## src/rtl/c_stage.sv

```systemverilog
// C (memory-access) stage: req/ack data-memory loads and stores,
// load lane extraction and the registered writeback bundle for W.
module c_stage #(
  parameter int XLEN  = 32,
  parameter int REG_W = 5
) (
  input  logic             clock,
  input  logic             reset,
  input  logic             a_valid,
  output logic             c_ready,
  input  logic [XLEN-1:0]  a_pc,
  input  logic [XLEN-1:0]  alu_result,
  input  logic [XLEN-1:0]  store_data,
  input  logic [REG_W-1:0] regD,
  input  logic             w_en,
  input  logic             mem_rd,
  input  logic             mem_wr,
  input  logic [2:0]       mem_size,
  output logic             dm_req,
  output logic             dm_we,
  output logic [XLEN-1:0]  dm_addr,
  output logic [XLEN-1:0]  dm_wdata,
  output logic [3:0]       dm_be,
  input  logic             dm_ack,
  input  logic [XLEN-1:0]  dm_rdata,
  output logic             c_valid,
  input  logic             w_ready,
  output logic [XLEN-1:0]  c_pc,
  output logic             w_regfile,
  output logic [REG_W-1:0] sel_regfile,
  output logic [XLEN-1:0]  data_regfile,
  output logic             misalign
);

  typedef enum logic {IDLE, MEM} state_t;

  state_t state, state_nxt;

  logic [XLEN-1:0]  p_pc, p_addr, rbuf;
  logic [REG_W-1:0] p_rd;
  logic [2:0]       p_size;
  logic             p_wen, p_ld, done;

  logic             is_mem, bad_sz, bad;
  logic             out_free, accept, ack_hit, finish;
  logic [1:0]       off;
  logic [3:0]       be;
  logic [XLEN-1:0]  wdata, rword, ld_val;
  logic [7:0]       lb;
  logic [15:0]      lh;

  assign off    = alu_result[1:0];
  assign is_mem = mem_rd || mem_wr;

  always_comb begin
    bad_sz = 1'b0;
    unique case (mem_size)
      3'd1, 3'd5:       bad_sz = off[0];
      3'd2:             bad_sz = |off;
      3'd3, 3'd6, 3'd7: bad_sz = 1'b1;
      default:          bad_sz = 1'b0;
    endcase
  end

  assign bad = is_mem && bad_sz;

  always_comb begin
    be    = 4'b1111;
    wdata = store_data;
    unique case (mem_size[1:0])
      2'd0: begin
        be    = 4'b0001 << off;
        wdata = {4{store_data[7:0]}};
      end
      2'd1: begin
        be    = 4'b0011 << {off[1], 1'b0};
        wdata = {2{store_data[15:0]}};
      end
      default: ;
    endcase
  end

  // an ack that arrived while W was stalled is parked in rbuf
  assign rword = done ? rbuf : dm_rdata;
  assign lb    = rword[{p_addr[1:0], 3'b000} +: 8];
  assign lh    = p_addr[1] ? rword[31:16] : rword[15:0];

  always_comb begin
    ld_val = rword;
    unique case (p_size)
      3'd0:    ld_val = {{24{lb[7]}}, lb};
      3'd1:    ld_val = {{16{lh[15]}}, lh};
      3'd4:    ld_val = {24'd0, lb};
      3'd5:    ld_val = {16'd0, lh};
      default: ;
    endcase
  end

  assign out_free = !c_valid || w_ready;
  assign c_ready  = !reset && (state == IDLE) && out_free;
  assign accept   = a_valid && c_ready;
  assign dm_req   = (state == MEM) && !done;
  assign ack_hit  = dm_req && dm_ack;
  assign finish   = (state == MEM) && out_free && (done || ack_hit);

  always_ff @(posedge clock) begin
    if (reset) state <= IDLE;
    else       state <= state_nxt;
  end

  always_comb begin
    state_nxt = state;
    unique case (state)
      IDLE: if (accept && is_mem && !bad) state_nxt = MEM;
      MEM:  if (finish) state_nxt = IDLE;
    endcase
  end

  always_ff @(posedge clock) begin
    if (reset) begin
      p_pc         <= '0;
      p_addr       <= '0;
      p_rd         <= '0;
      p_size       <= '0;
      p_wen        <= 1'b0;
      p_ld         <= 1'b0;
      done         <= 1'b0;
      rbuf         <= '0;
      dm_we        <= 1'b0;
      dm_addr      <= '0;
      dm_wdata     <= '0;
      dm_be        <= '0;
      c_valid      <= 1'b0;
      c_pc         <= '0;
      w_regfile    <= 1'b0;
      sel_regfile  <= '0;
      data_regfile <= '0;
      misalign     <= 1'b0;
    end else if (accept) begin
      if (is_mem && !bad) begin
        p_pc     <= a_pc;
        p_addr   <= alu_result;
        p_rd     <= regD;
        p_size   <= mem_size;
        p_wen    <= w_en;
        p_ld     <= mem_rd;
        done     <= 1'b0;
        dm_we    <= mem_wr;
        dm_addr  <= {alu_result[XLEN-1:2], 2'b00};
        dm_wdata <= wdata;
        dm_be    <= be;
        c_valid  <= 1'b0;
      end else begin
        c_valid      <= 1'b1;
        c_pc         <= a_pc;
        sel_regfile  <= regD;
        data_regfile <= alu_result;
        w_regfile    <= !bad && w_en && (regD != '0);
        misalign     <= bad;
      end
    end else if (finish) begin
      done         <= 1'b0;
      c_valid      <= 1'b1;
      c_pc         <= p_pc;
      sel_regfile  <= p_rd;
      data_regfile <= p_ld ? ld_val : p_addr;
      w_regfile    <= p_ld && p_wen && (p_rd != '0);
      misalign     <= 1'b0;
    end else begin
      if (ack_hit) begin
        done <= 1'b1;
        rbuf <= dm_rdata;
      end
      if (w_ready) c_valid <= 1'b0;
    end
  end

endmodule

```

## config.mk

```make
export PLATFORM = sky130hd
export DESIGN_NAME = c_stage
export DESIGN_NICKNAME = d
export VERILOG_FILES = /design/src/rtl/c_stage.sv
export SDC_FILE = /design/constraint.sdc
export NUM_CORES = 1
export LEC_CHECK = 0
export CORE_ASPECT_RATIO = 0.8
export CORE_UTILIZATION = 53
export DETAILED_ROUTE_END_ITERATION = 12
export PLACE_DENSITY_LB_ADDON = 0.12
export SYNTH_ARGS = -nofsm -noshare
export SYNTH_HDL_FRONTEND = slang
export SYNTH_SLANG_ARGS = --single-unit
export TNS_END_PERCENT = 1
```

## constraint.sdc

```tcl
create_clock -name clock -period 4.5 [get_ports clock]
set_clock_uncertainty 0.2 [all_clocks]
set_input_delay 1.35 -clock clock [delete_from_list [all_inputs] [get_ports clock]]
set_output_delay 1.35 -clock clock [all_outputs]
set_load 0.01 [all_outputs]
```

-- Yosys cells after proc, flatten, opt, wreduce, memory -nomap -nowiden
Cells that the tools add are included.
- register bits after elaboration: 247
- bits of input ports: 144
- muxes and demuxes: 33
- shift-type cells: 3
- reduce and logical (&&, ||, !) cells: 36
- bitwise logic cells: 3
- equality and inequality tests: 12
- operator list (kind ; count):
    2-to-1 mux 32 bit ; 8
    one-hot mux 32 bit (4 select lines) ; 1
    one-hot mux 32 bit (2 select lines) ; 1
    variable part select 32 x 6 -> 8 bit ; 1
    2-to-1 mux 1 bit ; 16
    2-to-1 mux 16 bit ; 1
    == test 3 bit (second input constant) ; 5
    logical AND 1 bit ; 15
    2-to-1 mux 5 bit ; 3
    nonzero test 5 bit ; 2
    one-hot mux 4 bit (2 select lines) ; 1
    == test 3 x 1 -> 1 bit (second input constant) ; 2
    == test 3 x 2 -> 1 bit (second input constant) ; 2
    AND reduction 2 bit ; 3
    nonzero test 3 bit ; 2
    logical NOT 1 bit ; 4
    OR reduction 2 bit ; 2
    << shifter 1 x 2 -> 4 bit (first input constant) ; 1
    << shifter 2 x 2 -> 4 bit (first input constant) ; 1
    logical NOT 3 bit ; 1
    logical OR 1 bit ; 3
    inverter 1 bit ; 3
    one-hot mux 1 bit (3 select lines) ; 1
    AND reduction 3 bit ; 1
    7 further kinds ; 7

-- Logic depth before layout (Yosys ltp)
- depth after elaboration: 9
- mapped depth: 8
- mapped depth without buffers: 5

-- Worst setup path after synthesis
Ideal clock, no wire load.
- path kind: input to output
- from: input reset
- to: output c_ready
- slack: 0.902 ns
- stages: 3
- path buffers: 2
- arrival: 2.048 ns
- path through: clkbuf_1 clkbuf_1 nor3_1
- word-level cells in the longest chain between the ends: 3
- ends and longest elaborated chain (element ; RTL line ; text):
    from (decl) ; 8 ; input logic reset,
    logical NOT 1 bit ; 100 ; assign c_ready = !reset && (state == IDLE) && out_free;
    logical AND 1 bit (2 in a row) ; 100 ;
    to (decl) ; 10 ; output logic c_ready,
Every way passes these cells.

-- Worst setup path after layout
- from: input w_ready
- to: output c_ready
- word-level cells in the longest chain between the ends: 2
- ends and longest elaborated chain (element ; RTL line ; text):
    from (decl) ; 27 ; input logic w_ready,
    logical OR 1 bit ; 99 ; assign out_free = !c_valid || w_ready;
    logical AND 1 bit ; 100 ;
Every way passes these cells.

==> metrics.txt <==
HPWL after detailed placement=21.9 mm; Vias/cell=5.85; Slew Limit Fails=0; critical path cell sequence=clkdlybuf4s50_1 > nor2b_1 > nor3_1 > clkdlybuf4s50_1; Leak=0.00458 uW; DR WL/cell=18.3 um; synth unique cells=55; core area=0.0191 mm^2; DIE HEIGHT=128 um; Critical Path RT=2.95 ns; post-route cell area=0.0139 mm^2; Clk Tree Root Cell=clkbuf_16; Antenna Cells=0; PD cells=338 mW/mm^2; yosys warns=0; Worst IR Drop VDD=0.000275 V; Filler cells=between 1500 and 2000; Slew @ Worst Pin=1.14 ns; Post-CTS Setup Inserts=0; crit path DAT=2.60 ns; Crit. End Element=output pin; initial antenna violation count=0; worst setup path class=in -> out; Synth area leader=dfxtp_1; 1st-pass router iterations=5; Tmin final=4.15 ns; startpoint types=primary input; fin crit share=92.1%; count leader, synth=nand2_1; CTS tree=done; total power=4700 uW; top cell type's share of synthesized area=41.5%; FP Rows=45; number of global-route vias before repair=between 9000 and 10000; Crit path max-delay family=buffers and inverters; worst hold-check path type=reg -> reg; Synth area leaders=dfxtp_1, nand2_1, a21oi_1; synthesis-stage register bit count=217; TritonCTS Buffers=22; Detail Route Antenna Nets=0; Area Overhead vs Synth=32.8%; GRT overflow=0; CP max stage cell=clkdlybuf4s50_1; die area=0.0203 mm^2; Setup TNS=0 ns; # resized after CTS=0; Ports=287; Clock Sinks=217; Worst-Skew Late Latency=0.50 ns; Post-synth ARST share=0%; clock buffer depth=3; max frequency=about 0.24 GHz; GRT Total Usage=a little under a third; crit-path max FO=2; PortBufs=284; drt first-iter violations=1088; H-tree depth=1; Largest stage delay, worst path=0.56 ns; Synth Area per Inst=7.92 um^2; status=finished clean; Fin Hold WS=approximately 0.25 ns; flop-to-flop setup slack=1.50 ns; final hold violation count=0; Initial Util=54.7%; slew margin rel.=23.8%; most used flip-flop cell after synthesis=dfxtp_1; # nets final=1655; layout cells sized above 1=6.49%; unrepaired setup endpoints after global routing=false; first-pass GRT wire length=about 51 mm; cell area after placement=0.0132 mm^2; Bufs and invs on worst path=2; post-synthesis sequential area ratio=41.5%; Synth Cell Area=0.0105 mm^2; top cells by count, synth=nand2_1, dfxtp_1, a21oi_1, nor2_1, clkbuf_1; via count=10400; MaxCap Viol Count=0; Worst-path clk slew=0.06 ns; Die Width=between 150 and 200 um; Hold-fix buffers, CTS=0; cell count after synthesis=~1300; # DRC=0; largest net degree at the start of global routing=220; gp weighted congestion=between 0.8 and 0.9; Most common cell on crit path=clkdlybuf4s50_1; final wirelength=about 33 mm; final setup violation count=0; Post-synth EDFFs=0
layout make-up:
type                            count  area, um^2  area share, %
Timing Repair Buffer              307        3080           22.1
Multi-Input combinational cell    944        5360           38.5
Clock inverter                      2        10.0         0.0719
Tap cell                          258         323           2.32
Sequential cell                   217        4350           31.2
Clock buffer                       37         728           5.23
Inverter                           19        71.3          0.513
placed cells by master, fill, tap and decap left out, types with 10 or more instances in the layout:
cell type / Yosys / layout
nand2_1: 358 / 357
clkdlybuf4s50_1: 0 / 283
dfxtp_1: 217 / 216
a21oi_1: 131 / 131
nor2_1: 100 / 100
mux2i_1: 57 / 57
a311oi_1: 53 / 53
o21ai_0: 40 / 40
a211oi_1: 29 / 29
clkbuf_16: 0 / 23
o221ai_1: 20 / 20
inv_1: 18 / 18
buf_4: 42 / 18
mux2_2: 16 / 16
nand3b_1: 15 / 15
a31oi_1: 11 / 11
clkbuf_8: 0 / 10
kinds of logic after synthesis:
logic type / synth area share [%]
AO/OA/AOI/OAI: 21.5
buffers and inverters: 7.75
flip-flops: 41.5
multiplexers: 8.67
other: 0.0358
AND/OR/NAND/NOR: 20.6
report_power, final:
| part | internal, uW | switching, uW |
|---|---|---|
| Sequential | 2010 | 61.3 |
| Combinational | 386 | 390 |
| Clock | 1100 | 753 |
| Total | 3490 | 1200 |
worst paths after layout:
check | start | endpoint | cells past startpoint
hold / removal | rbuf[0] | rbuf[0] | 2
setup reg to reg | done | data_regfile[14] | 7
hold reg to reg | rbuf[0] | rbuf[0] | 2
setup / recovery | w_ready | c_ready | 4
flip-flops by register name, summed over array words and instances (netlist names), 3 cells and up:
signal and flops:
c_pc 32, p_size 3, data_regfile 32, p_pc 32, p_rd 5, dm_be 4
sel_regfile 5, p_addr 32, rbuf 32, dm_wdata 32
tightest hold or removal path, delay by kind of cell, from the launching register on:
kind / cells / cell delay (ns)
compound gates: 1 / 0.05
flops: 1 / 0.30
simple gates: 1 / 0.05
stage by stage:
step	util, %	std cells	worst slack (ns)
global placement	68.8	1745	0.366
floorplan	-	1324	0.902
global route	72.7	1784	0.267
CTS	72.7	1784	0.342
finish	72.7	1784	0.355
detailed placement	68.8	1745	0.359
metal layers:
metal	GRT usage, %	wire [um]
met1	44.5	14600
met2	46.4	14200
met3	5.73	2830
met4	9.28	990
met5	0	0
No activity file was read; power rests on OpenSTA's default activity.
==> RTL edit 1: new RTL, same flow settings <==
Set the parameter `REG_W` to 10 (it was 5).
--- a/src/rtl/c_stage.sv
+++ b/src/rtl/c_stage.sv
@@ -3,5 +3,5 @@
 module c_stage #(
   parameter int XLEN  = 32,
-  parameter int REG_W = 5
+  parameter int REG_W = 10
 ) (
   input  logic             clock,
Ports: changed (resized regD and sel_regfile); port bits go from 287 to 297. No check against the original RTL was run, so the function may have changed too.
==> RTL edit 1 against the original RTL <==
- wire length down 0.73%
- setup slack better by 0.015 ns
- worst hold slack worse by 0.0020 ns
- sequential cell count up 10
- power up 2.7%
- final area up 1.6%
- synthesized area up 1.5%
- die area up 1.5%
- critical endpoint unchanged
- largest cell class unchanged
==> RTL edit 1: results (changes against the original RTL) <==
Run status
  • Run status: finished, final reports clean

Clock tree
  • Clock slew seen by the registers of the worst setup and hold paths: 0.06 ns (about the same)
  • Maximum level of the CTS H-tree: 1 (unchanged)
  • Clock Root Buffer: clkbuf_16
  • Number of gates resized after cts: 0 (unchanged)
  • Number of buffers inserted during clock tree synthesis: 23 (+4.5%)
  • Clock latency at the later pin of the worst-skew pair: 0.52 ns (+0.02 ns)

Worst setup path
  • Start point of the critical path: w_ready
  • Largest driver fanout on the critical path: 2 (unchanged)
  • Max incr delay on CP: 0.57 ns
  • Start of the worst register-to-register path: done

Routing
  • Post-Route M1 WL: 13800 um (-5.4%)
  • Total length of routed wires: 32400 um (-0.73%)
  • Total via count after detailed routing: 10413 (-0.14%)
  • Violation count after the first detailed-route iteration: 984 (-9.6%)
  • Met3 wire length: 3420 um (+21%)
  • Routed length on met2: 14200 um (about the same)
  • Highest routed metal layer: met4
  • Detailed-router iteration count before antenna repair: 5 (unchanged)

Power and ir drop
  • Clock-net power: 1890 uW (+2%)
  • Psw: 1250 uW (+3.7%)
  • Power density over the cells: 341 nW/um^2 (+1.1%)
  • Static Leak: 0.00465 uW (+1.6%)
  • VDD IR-drop max: 0.222 mV (-19%)
  • Sequential share of power: 44.5% (+0.4 points)

Final layout
  • Net count of the finished layout: 1673 (+1.1%)
  • Ratio of cells with drive above 1 in the final layout: 9.28% (+2.8 points)
  • Number of diodes added for antenna fixing: 0 (unchanged)

Global route
  • Global-route wire length before repair: 50700 um (+0.37%)
  • GR Util All Layers: 30.6% (-0.10 points)
  • Maximum number of pins on one net before global-route repair: 147 (-33%)
  • Number of global-route vias before repair: 9439 (+1.1%)
  • Initial antenna violation count: 0 (unchanged)

Logic synthesis
  • Cell types with the largest area share after synthesis: dfxtp_1, nand2_1, a21oi_1, a311oi_2, nor2_1
  • Seq/Total Area, Yosys: 42.7% (+1.3 points)
  • Ys async rst share: 0% (unchanged)
  • List of most frequent post-synthesis cells: nand2_1, dfxtp_1, a21oi_1, nor2_1, clkbuf_1
  • Primary flip-flop cell chosen by synthesis mapping: dfxtp_1
  • Number of warnings reported in the yosys synthesis log: 0 (unchanged)
  • Count of unique library cells instantiated by Yosys: 54 (-1.8%)

Placement
  • Post-detail-place hpwl: 21800 um (-0.37%)
  • I/O Buffers: 294 (+3.5%)
  • Gp weighted congestion: 0.920 (+2.5%)

Min path
  • Hold crit path type: reg2reg
  • Hold Crit Start: dm_wdata[29]

Timing
  • Relative slew slack: 20.0% (-3.8 points)
==> RTL edit 1: cell types whose count changed after synthesis, sizes merged, moves of 12 or more <==
cell    unedited run  this run
o22ai              0        25
mux2i             57        26
nand3              5        22
nand2            358       390
nand3b            15         0
a21oi            131       143
==> RTL edit 1: area by class of cell <==
class | count | area (um^2)
clock buffer | 38 | 722
sequential | 227 | 4540
inverter | 10 | 37.5
tap | 258 | 323
timing repair buffer | 314 | 3140
fill | 1564 | 5180
clock inverter | 4 | 23.8
multi-input combinational | 948 | 5340
==> RTL edit 1: worst paths after layout <==
| path | end | slack [ns] | cells past startpoint |
|---|---|---|---|
| worst max register to register | data_regfile[3] | 1.53 | 8 |
| worst min register to register | dm_wdata[29] | 0.25 | 2 |
| worst max-delay path | c_ready | 0.37 | 4 |
| worst min-delay path | dm_wdata[29] | 0.25 | 2 |
==> RTL edit 1: per-layer routing <==
layer	GRT usage, %	up-vias
met5	0	-
met2	47.4	507
met4	9.36	0
met3	8.09	64
li1	-	4996
met1	41.8	4846
==> RTL edit 1: through the flow <==
stage,std cells,worst slack [ns],hold WS (ns),utilization [%],instance area (um^2)
2_1_floorplan,1323,0.719,0.233,-,10600
3_3_place_gp,1757,0.393,0.238,69.3,13400
3_5_place_dp,1757,0.338,0.244,69.3,13400
4_1_cts,1799,0.357,0.254,73.2,14100
5_1_grt,1799,0.293,0.269,73.2,14100
6_report,1799,0.369,0.253,73.2,14100
==> RTL edit 1: logic make-up (layout without fill, tap and decap cells) <==
family / Yosys count / in the layout / share of synthesized area (%)
AND/OR/NAND/NOR: 546 / 546 / 20.8
other: 1 / 2 / 0.0353
AO/OA/AOI/OAI: 346 / 346 / 23.5
flip-flops: 227 / 227 / 42.7
multiplexers: 54 / 54 / 5.66
buffers and inverters: 148 / 366 / 7.25
==> RTL edit 2: new RTL, same flow settings <==
Made on the original files. Reset style: asynchronous (`reset`), changed in 2 clocked blocks.
--- a/src/rtl/c_stage.sv
+++ b/src/rtl/c_stage.sv
@@ -104,5 +104,5 @@
   assign finish   = (state == MEM) && out_free && (done || ack_hit);
 
-  always_ff @(posedge clock) begin
+  always_ff @(posedge clock or posedge reset) begin
     if (reset) state <= IDLE;
     else       state <= state_nxt;
@@ -117,5 +117,5 @@
   end
 
-  always_ff @(posedge clock) begin
+  always_ff @(posedge clock or posedge reset) begin
     if (reset) begin
       p_pc         <= '0;
Function: differs if reset is asserted again (counterexample within 4 cycles, from zero or initial values and one cycle with reset high); with reset held inactive, the same outputs for 4 cycles.
==> RTL edit 2 against the original RTL <==
- sequential cell count stayed put
- setup slack worse by 0.20 ns
- synthesized area fell by 1.1%
- worst hold slack gained 0.021 ns
- cell count down 7.8%
- fmax fell by 4.6%
- wire length shrank 6.0%
- final area increased by 0.72%
- largest cell class is now sequential cells
- first-iteration DRC count fell by 34%
Power is not compared: it rests on default switching activity, and its combinational part moved more than twofold at a synthesized area within 25%.
==> RTL edit 2: results (changes against the original RTL) <==
Run status
  • Run status: finished, final reports clean

Routing
  • Total via count after detailed routing: 9154 (-12%)
  • Ratio of routed vias to standard cells: 5.57 (-4.7%)
  • Total length of routed wires: 30700 um (-6.0%)
  • Detailed-router iteration count before antenna repair: 5 (unchanged)
  • Violation count after the first detailed-route iteration: 718 (-34%)

Final layout
  • Ratio of cells with drive above 1 in the final layout: 9.17% (+2.7 points)
  • Number of fill cells: 1392 (-9.8%)
  • Net count of the finished layout: 1514 (-8.5%)

Logic synthesis
  • Cell types with the largest area share after synthesis: dfrtp_1, nand2_1, mux2i_1, mux2_2, a31oi_1
  • Mux contribution to synthesized area: 9.72% (+1.0 points)
  • List of most frequent post-synthesis cells: nand2_1, dfrtp_1, nor2_1, a31oi_1, o21ai_0
  • Count of unique library cells instantiated by Yosys: 47 (-15%)
  • Primary flip-flop cell chosen by synthesis mapping: dfrtp_1
  • Mean instance size in the synthesized netlist: 9.09 um^2 (+15%)
  • Fraction of synthesized cell area in xor and xnor cells: 0% (unchanged)
  • Ys async rst share: 100% (+100 points)
  • Area fraction in compound gates after synthesis: 13.2% (-8.3 points)
  • Seq/Total Area, Yosys: 52.4% (+11 points)

Worst setup path
  • Number of cells on the worst reg-to-reg path: 6 (-1)
  • Critical Path Sink Type: output port
  • Start of the worst register-to-register path: done
  • Data arrival time of the critical path: 2.79 ns (+0.19 ns)
  • Largest driver fanout on the critical path: 2 (unchanged)
  • Reg-to-reg slack, setup: 1.69 ns (+0.19 ns)
  • R2r endpoint: data_regfile[27]
  • Start point of the critical path: reset

Global route
  • Number of global-route vias before repair: 8980 (-3.8%)
  • Maximum number of pins on one net before global-route repair: 59 (-73%)
  • Global-route wire length before repair: 48600 um (-3.7%)
  • GR Util All Layers: 31.2% (+0.52 points)
  • Initial antenna violation count: 1 (+1)

Clock tree
  • Maximum level of the CTS H-tree: 1 (unchanged)
  • Number of buffers inserted during clock tree synthesis: 23 (+4.5%)
  • Post-CTS Repair Setup Buffers: 0 (unchanged)
  • Clock Root Buffer: clkbuf_16

Min path
  • Hold crit path type: reg2reg
  • Hold Crit Start: p_pc[16]
  • End of the worst hold path: p_pc[16]

Power and ir drop
  • VDD IR-drop max: 0.405 mV
  • Static Leak: 0.00616 uW
  • Psw: 3510 uW

Placement
  • Gp weighted congestion: 0.934 (+4.1%)
  • Post-detail-place hpwl: 21800 um (-0.76%)
  • Post-Place Cells: 1603 (-8.1%)
  • I/O Buffers: 284 (unchanged)

Timing
  • Relative slew slack: 26.8% (+3.0 points)
  • Total of endpoints with negative setup slack in the final report: 0 (unchanged)
[RTL edit 2: area by class of cell]
cell class | count | share of cell area, %
clock inverters | 11 | 0.589
diodes | 1 | 0.0179
clock buffers | 29 | 4.34
well taps | 258 | 2.30
multi-input cells | 807 | 31.1
inverters | 6 | 0.188
flip-flops and latches | 217 | 38.8
repair buffers | 315 | 22.8
[RTL edit 2: worst max-delay path by stage]
stage,slack (ns),to
final,0.16,c_ready
after global routing,0.07,c_ready
after CTS,0.13,c_ready
after detailed placement,0.16,c_ready
after global placement,0.13,c_ready
after floorplan,0.12,c_pc[0]
[RTL edit 2: logic make-up after synthesis]
| group | Yosys count |
|---|---|
| compound gates | 218 |
| buf+inv | 117 |
| flops | 217 |
| mux | 93 |
| other cells | 1 |
| simple gates | 494 |
[RTL edit 2: power groups by stage]
stage / Clock, uW / Sequential, uW / Combinational (uW)
2_1_floorplan: 0 / 3620 / 2220
3_3_place_gp: 0 / 3570 / 4080
3_5_place_dp: 0 / 3610 / 4160
4_1_cts: 1790 / 3590 / 4190
5_1_grt: 1870 / 3710 / 4600
6_report: 1770 / 3600 / 4190
[RTL edit 2: per-stage QoR]
stage	setup slack (ns)	util [%]	cell area, um^2	hold WS, ns
5_1_grt	0.0660	73.4	14000	0.288
3_3_place_gp	0.133	69.8	13300	0.256
2_1_floorplan	0.124	-	10400	0.246
6_report	0.157	73.4	14000	0.276
4_1_cts	0.134	73.4	14000	0.277
3_5_place_dp	0.156	69.8	13300	0.262
[RTL edit 2: worst max-delay path: stages]
cell and delay, ns:
clkdlybuf4s50_1 0.46, nor2_1 0.15, and2_1 0.26, clkdlybuf4s50_1 0.57
[RTL edit 2: layer usage]
layer  wire length (um)  vias up  global-route usage, %  part of all wire (%)
li1                   -     4302                      -                     -
met2              13700      439                   48.2                    45
met3               3400       48                   9.67                    11
met5                  0        -                      0                     0
met1              12900     4365                   42.9                    42
met4                704        0                   8.03                   2.3
